===== config.mk =====
export PLATFORM = sky130hd
export DESIGN_NAME = rdata_fifo_s
export DESIGN_NICKNAME = d
export VERILOG_FILES = /design/src/rtl/rdata_fifo_s.sv
export SDC_FILE = /design/constraint.sdc
export NUM_CORES = 1
export LEC_CHECK = 0
export BUFFER_PORTS_ARGS = -buffer_cell sky130_fd_sc_hd__buf_2
export CORE_MARGIN = 10
export CORE_UTILIZATION = 54
export CTS_CLUSTER_DIAMETER = 80
export DETAILED_ROUTE_END_ITERATION = 6
export PLACE_DENSITY = 0.8
export SLEW_MARGIN = 20
export SYNTH_ARGS = -nofsm -noshare
export SYNTH_HDL_FRONTEND = slang
export SYNTH_SLANG_ARGS = --single-unit

===== constraint.sdc =====
create_clock -name aclk -period 8.7 [get_ports aclk]
set_input_delay 0.435 -clock aclk [delete_from_list [all_inputs] [get_ports aclk]]
set_output_delay 0.435 -clock aclk [all_outputs]
set_load 0.05 [all_outputs]

===== src/rtl/rdata_fifo_s.sv =====
// rdata_fifo_s: R-channel beat buffer between a slave R output and the R demux.
// Holds up to DEPTH beats in arrival order with valid/ready handshakes on both
// sides, and reports both the beat count and the number of held last beats.
module rdata_fifo_s #(
   parameter int DEPTH = 4,
   parameter int AW    = 2
) (
   input  logic          aclk,
   input  logic          areset,
   input  logic [3:0]    rid_s,
   input  logic [31:0]   rdata_s,
   input  logic          rlast_s,
   input  logic [1:0]    rresp_s,
   input  logic          rvalid_s,
   output logic          rready_s,
   output logic [3:0]    rid_d,
   output logic [31:0]   rdata_d,
   output logic          rlast_d,
   output logic [1:0]    rresp_d,
   output logic          rvalid_d,
   input  logic          rready_d,
   output logic [AW:0]   count,
   output logic [AW:0]   last_cnt
);

   localparam logic [AW:0] DepthVal = DEPTH[AW:0];

   // Entry layout: {rid[38:35], rdata[34:3], rlast[2], rresp[1:0]}
   logic [38:0] r_mem [DEPTH];
   logic [AW:0] r_wptr;
   logic [AW:0] r_rptr;
   logic [AW:0] r_lastCnt;

   logic [AW:0] w_count;
   logic        w_empty;
   logic        w_full;
   logic        w_push;
   logic        w_pop;
   logic [38:0] w_head;

   // Occupancy comes straight from the pointer difference; the wrap bit keeps
   // full and empty distinguishable when the indices coincide.
   always_comb begin
      w_count  = r_wptr - r_rptr;
      w_empty  = (w_count == '0);
      w_full   = (w_count == DepthVal);
      rready_s = areset & ~w_full;
      rvalid_d = ~w_empty;
      w_push   = rvalid_s & rready_s;
      w_pop    = rvalid_d & rready_d;
      w_head   = r_mem[r_rptr[AW-1:0]];
      rid_d    = w_head[38:35];
      rdata_d  = w_head[34:3];
      rlast_d  = w_head[2];
      rresp_d  = w_head[1:0];
      count    = w_count;
      last_cnt = r_lastCnt;
   end

   // Beat storage; cleared on reset so the head outputs read zero afterwards.
   always_ff @(posedge aclk or negedge areset) begin
      if (!areset) begin
         for (int i = 0; i < DEPTH; i++) begin
            r_mem[i] <= '0;
         end
      end else if (w_push) begin
         r_mem[r_wptr[AW-1:0]] <= {rid_s, rdata_s, rlast_s, rresp_s};
      end
   end

   // Write and read pointers advance independently on push and pop.
   always_ff @(posedge aclk or negedge areset) begin
      if (!areset) begin
         r_wptr <= '0;
         r_rptr <= '0;
      end else begin
         if (w_push) begin
            r_wptr <= r_wptr + 1'b1;
         end
         if (w_pop) begin
            r_rptr <= r_rptr + 1'b1;
         end
      end
   end

   // Count of held last beats: a last in and a last out cancel each other.
   always_ff @(posedge aclk or negedge areset) begin
      if (!areset) begin
         r_lastCnt <= '0;
      end else begin
         case ({w_push & rlast_s, w_pop & rlast_d})
            2'b10:   r_lastCnt <= r_lastCnt + 1'b1;
            2'b01:   r_lastCnt <= r_lastCnt - 1'b1;
            default: r_lastCnt <= r_lastCnt;
         endcase
      end
   end

endmodule


==> impl_results.md, run 1 <==
* CTS Buf Count at 17
* Max-Cap Viols at 0
* Post-synth EDFFs at 0
* Critical path class: flip-flop to flip-flop
* Area of the die at 18900 um^2
* Die height at between 100 and 150 um
* Fin crit period at around 3.2 ns
* Ys flop type: dfrtp_1
* Min-Delay Path Class: input pin to asynchronous set/reset pin
* Syn. warnings at 0
* Syn Nets at slightly below 500
* Post-CTS Resized at 0
* Synth Register Bits at 165
* Share of layout cells above drive strength 1 at 61.99%
* M3 GR Usage at under 10%
* DRT Pass-1 Iters at 4
* Root buffer cell: clkbuf_16
* Met1 usage in global routing at between 20% and 30%
* First-pass GRT wire length at 24.86 mm
* Fmax at slightly above 300 MHz
* Hold_buf cts at 0
* CTS clock-pin slew for the worst setup and hold paths at 0.06 ns
* Routed wire length at between 15 and 20 mm
* PortBufs at between 80 and 90
* Pin count of the biggest net entering global routing at approximately 100
* Outcome: complete, no violations
* Mapped Area at 7455 um^2
* Clock Skew at around 0.0054 ns
* Final period utilization at between 30 and 40%
* CP Capture Type: flip-flop
* Unique masters post-synth at 28
* Core region area at approximately 13000 um^2
* GRT overflow at 0
* CTS tree: done
* Critical path required time at roughly 9.0 ns
* Type of origin of the critical path: flip-flop
* Post-DP HPWL at ~9.7 mm
* Final hold vios at 0
* GRT met2 Usage at between 20% and 30%
* Clk_lat worst skew at 0.42 ns
* Cells after synthesis at around 430
* Sink Count at 165
* Sequential area share after synthesis at 55.39%
* WP data arrival at approximately 3.6 ns
* Via count at between 4000 and 5000
* DRC errors left at 0
* Busiest grt layer: met2
* Clock tree buffer depth at 2
* RR Startpoint: r_wptr[0]
* All-layer global routing usage at 17.11%
* RD Place Congestion at approximately 0.74
* Setup TNS at 0 ns
* Setup violators final at 0
* Unrepaired setup endpoints after global routing: false
* Row cnt at 42
* Syn avg cell area at about 17 um^2
* Max-slew violations at 0
* Multi-input gate area at 3138 um^2
* Die X at about 140 um
* CP startpoint: r_wptr[0]
* Fillers at 928
* Initial DRC count at 361
* Post-CTS setup buffer count at 0
* Final ANT Viol Nets at 0
* WL per Instance at ~21 um
* Path depth of the worst reg2reg path at 12
* Drt via density at between 5 and 6
* Slew headroom at between 40% and 50%
* Layout area overhead at 15.89%
* Initial antenna violation count at 2
* Num ports at 90
* Worst Path Max Fanout at 7
* H-tree depth at 4
* Nets at roughly 570
* Starting Density at a little under three fifths
* Vias in the first global route at 4649
* Worst Tran Pin Value at around 0.9 ns
* Register area at between 4000 and 5000 um^2
* Asr flop ratio synth at 100.0%
-- layout make-up --
cell class | instances | share of cell area (%)
flip-flops and latches | 165 | 47.82
clock buffers | 25 | 6.083
inverters | 7 | 0.3041
diodes | 1 | 0.02896
clock inverters | 7 | 1.057
repair buffers | 96 | 5.836
well taps | 176 | 2.549
multi-input cells | 234 | 36.32
-- state kept, by name, indices dropped and copies added (netlist names) --
register,flops
r_mem,156
r_rptr,3
r_wptr,3
last_cnt,3
-- cells in the mapped netlist (all sizes together) (2+ instances only) --
library cell / n / area share (%)
xor2: 3 / 0.35
clkbuf: 4 / 0.20
buf: 21 / 2.4
inv: 7 / 0.35
dfrtp: 165 / 55
mux4: 39 / 12
nand3: 4 / 0.27
ha: 7 / 1.2
xnor2: 4 / 0.47
nand2: 3 / 0.15
mux2: 158 / 25
a21oi: 5 / 0.54
fa: 2 / 0.54
-- stage by stage --
| step | setup slack (ns) | hold WS, ns | instances | util, % | area (um^2) |
|---|---|---|---|---|---|
| final | 5.479 | 0.1028 | 711 | 64.47 | 8640 |
| after global routing | 5.235 | 0.1626 | 711 | 64.47 | 8640 |
| after CTS | 5.480 | 0.1507 | 710 | 64.45 | 8637 |
| after floorplan | 5.419 | 0.1394 | 431 | - | 7455 |
| after detailed placement | 5.495 | 0.4739 | 678 | 59.85 | 8020 |
| after global placement | 5.681 | 0.4515 | 678 | 59.85 | 8020 |
-- critical path: stages (launching register included) --
cell     delay [ns]
dfrtp_1        0.37
inv_1          0.11
ha_1           0.22
fa_1           0.53
and2_1         0.47
a21oi_1        0.24
nand2_1        0.13
ha_1           0.20
inv_1          0.07
fa_1           0.38
xor2_1         0.15
nor2_1         0.11
xor2_1         0.17
-- placed cells by master, fill, tap and decap left out --
cell,Yosys,layout
dfrtp_1,165,163
mux2_2,128,128
buf_2,3,88
mux4_2,39,39
mux2_4,30,30
clkbuf_16,0,17
inv_1,7,7
ha_1,7,7
clkbuf_8,0,7
buf_4,10,7
nand3_1,4,4
a21oi_4,0,4
xnor2_1,4,4
nand2_1,3,3
xor2_1,3,3
clkinv_2,0,3
fa_1,2,2
bufinv_16,0,2
dfrtp_2,0,2
diode_2,0,1
xor3_2,1,1
and2_1,1,1
nand2b_1,1,1
and3_1,1,1
a21boi_0,1,1
a21oi_1,1,1
mux2i_1,1,1
o21ai_0,1,1
o211ai_1,1,1
nor2_1,1,1
clkinvlp_4,0,1
clkbuf_1,4,1
clkinv_4,0,1
buf_6,3,1
-- final timing paths --
| path | to | slack (ns) |
|---|---|---|
| max | last_cnt[2] | 5.48 |
| min | r_mem[149] | 0.10 |
| max reg2reg | last_cnt[2] | 5.48 |
| min reg2reg | r_rptr[2] | 0.48 |
| max in group asynchronous | r_mem[30] | 7.13 |
| min in group aclk | r_mem[94] | 0.28 |
-- kinds of logic (layout without fill, tap and decap cells) --
logic type / after synthesis / after routing / synth area share (%)
mux: 198 / 198 / 37.29
flops: 165 / 165 / 55.39
buf+inv: 32 / 135 / 2.920
simple gates: 11 / 11 / 0.7218
fa+ha+maj: 9 / 9 / 1.712
compound gates: 8 / 8 / 0.8055
xor+xnor: 8 / 8 / 1.158
other cells: 0 / 1 / 0
-- per-layer routing --
metal / part of all wire, % / vias to the layer above
met4: 1.4 / 2
met1: 44 / 2206
met3: 5.4 / 17
met2: 49 / 87
met5: 0.086 / -
li1: - / 1777
Power of run 1 is not shown: default switching activity piles up to over one toggle a cycle in this logic, so the estimate is an artifact.
==> run 2, diff against run 1 <==
==> constraint.sdc (replaced) <==
create_clock -name aclk -period 3.3 [get_ports aclk]
set_input_delay 0.165 -clock aclk [delete_from_list [all_inputs] [get_ports aclk]]
set_output_delay 0.165 -clock aclk [all_outputs]
set_load 0.05 [all_outputs]
==> run 2 against run 1 <==
Design area grew 1.0%. Cell count grew 0.84%. Clock-buffer cell count shrank 3. Critical path type unchanged. Highest routed layer is now met4.
==> impl_results.md, run 2 (synthesis results as in run 1) <==
* Setup WS post-layout at approximately 0.31 ns
* Post-CTS Resized at 0
* WP data arrival at between 3 and 4 ns
* CTS tree: done
* First-pass GRT wire length at around 25 mm
* DRT Pass-1 Iters at 4
* Row cnt at 42
* Drt via density at 5.746
* Final period utilization at about nine tenths
* CTS Buf Count at 17
* Post-CTS setup buffer count at 0
* Largest register FFs at between 150 and 200
* Hold_buf cts at 2
* Worst Path Max Fanout at 10
* Root buffer cell: clkbuf_16
* Pin count of the biggest net entering global routing at 66
* Initial DRC count at 214
* Via count at 4120
* Max-Cap Viols at 0
* RD Place Congestion at ~0.8
* Fin crit period at ~3.0 ns
* GRT overflow at 0
* Final hold vios at 0
* Setup violators final at 0
* Type of origin of the critical path: flip-flop
* Initial antenna violation count at 1
* Slew headroom at about 43%
* Num ports at 90
* Fmax at 333.9 MHz
* Setup WS pre-CTS at between 0.3 and 0.4 ns
* Worst Tran Pin Value at 0.8523 ns
* Critical path class: flip-flop to flip-flop
* H-tree depth at 4
* Flop-to-flop setup slack at roughly 0.31 ns
* Starting Density at between 50% and 60%
* Commonest cells after routing, fill and taps aside: 163 x dfrtp_1, 128 x mux2_2, 88 x buf_2
* Outcome: complete, no violations
* Most flop-heavy register: r_mem
* WL per Instance at about 21 um
* Final ANT Viol Nets at 0
* Commonest non-fill, non-tap cell in the layout: dfrtp_1
* PortBufs at 89
* Area of the die at 18900 um^2
* CTS clock-pin slew for the worst setup and hold paths at roughly 0.060 ns
* Nets at 580
* Post-DP HPWL at 9.906 mm
* Die height at 137.5 um
* Final Core Density at 65.13%
* Max-slew violations at 0
* DRC errors left at 0
* Share of layout cells above drive strength 1 at between 60 and 70%
* Clock Skew at 0.005625 ns
* Unrepaired setup endpoints after global routing: false
* Clock tree buffer depth at 2
* Min-Delay Path Class: input pin to flip-flop
* Hold depth at 2
* Fillers at about 980
* Layout area overhead at 17.07%
* Sink Count at roughly 170
* All-layer global routing usage at roughly 17%
* CP Capture Type: flip-flop
* Path depth of the worst reg2reg path at 12
* Die X at ~140 um
* Critical path required time at 3.64 ns
* Clk_lat worst skew at between 0.4 and 0.5 ns
* Routed wire length at around 15 mm
* Setup TNS at 0 ns
* Vias in the first global route at between 4000 and 5000
* Core region area at around 13000 um^2
-- run 2: final cells by class --
type | instances | area [um^2] | area share, %
tap | 176 | 220.2 | 2.523
sequential | 165 | 4131 | 47.34
clock inverter | 9 | 125.1 | 1.434
multi-input combinational | 234 | 3138 | 35.96
timing repair buffer | 103 | 599.3 | 6.867
antenna | 1 | 2.502 | 0.02867
clock buffer | 22 | 484.2 | 5.548
inverter | 7 | 26.28 | 0.3011
-- run 2: final timing paths --
path | endpoint | start
min in group asynchronous | r_mem[146] | areset
max in group asynchronous | r_mem[12] | areset
setup / recovery | last_cnt[2] | r_wptr[0]
hold reg to reg | last_cnt[2] | last_cnt[2]
setup reg to reg | last_cnt[2] | r_wptr[0]
hold / removal | r_mem[58] | rdata_s[16]
-- run 2: metal layers --
layer | vias up | routed length [um] | track usage (%) | part of all wire, %
met1 | 2208 | 6686 | 21.93 | 44
met4 | 0 | 180 | 6.323 | 1.2
met3 | 18 | 875 | 5.390 | 5.7
met5 | - | 0 | 0 | 0
li1 | 1792 | - | - | -
met2 | 102 | 7586 | 26.98 | 49
-- run 2: stage by stage --
| stage | instance area, um^2 | hold slack (ns) | instances |
|---|---|---|---|
| finish | 8727 | 0.01743 | 717 |
| global route | 8727 | 0.002477 | 717 |
| CTS | 8725 | 0.0009781 | 716 |
| detailed placement | 8095 | 0.1138 | 683 |
| global placement | 8095 | 0.1076 | 683 |
| floorplan | 7455 | -0.1306 | 431 |
-- run 2: critical path: stages, from the launching register on --
cell,delay (ns)
dfrtp_1,0.38
inv_1,0.11
ha_1,0.23
fa_1,0.38
xor3_2,0.44
nand2b_1,0.17
and3_1,0.16
ha_1,0.17
inv_1,0.06
fa_1,0.38
xor2_1,0.15
nor2_1,0.12
xor2_1,0.15
Power of run 2 is left out for the same reason.
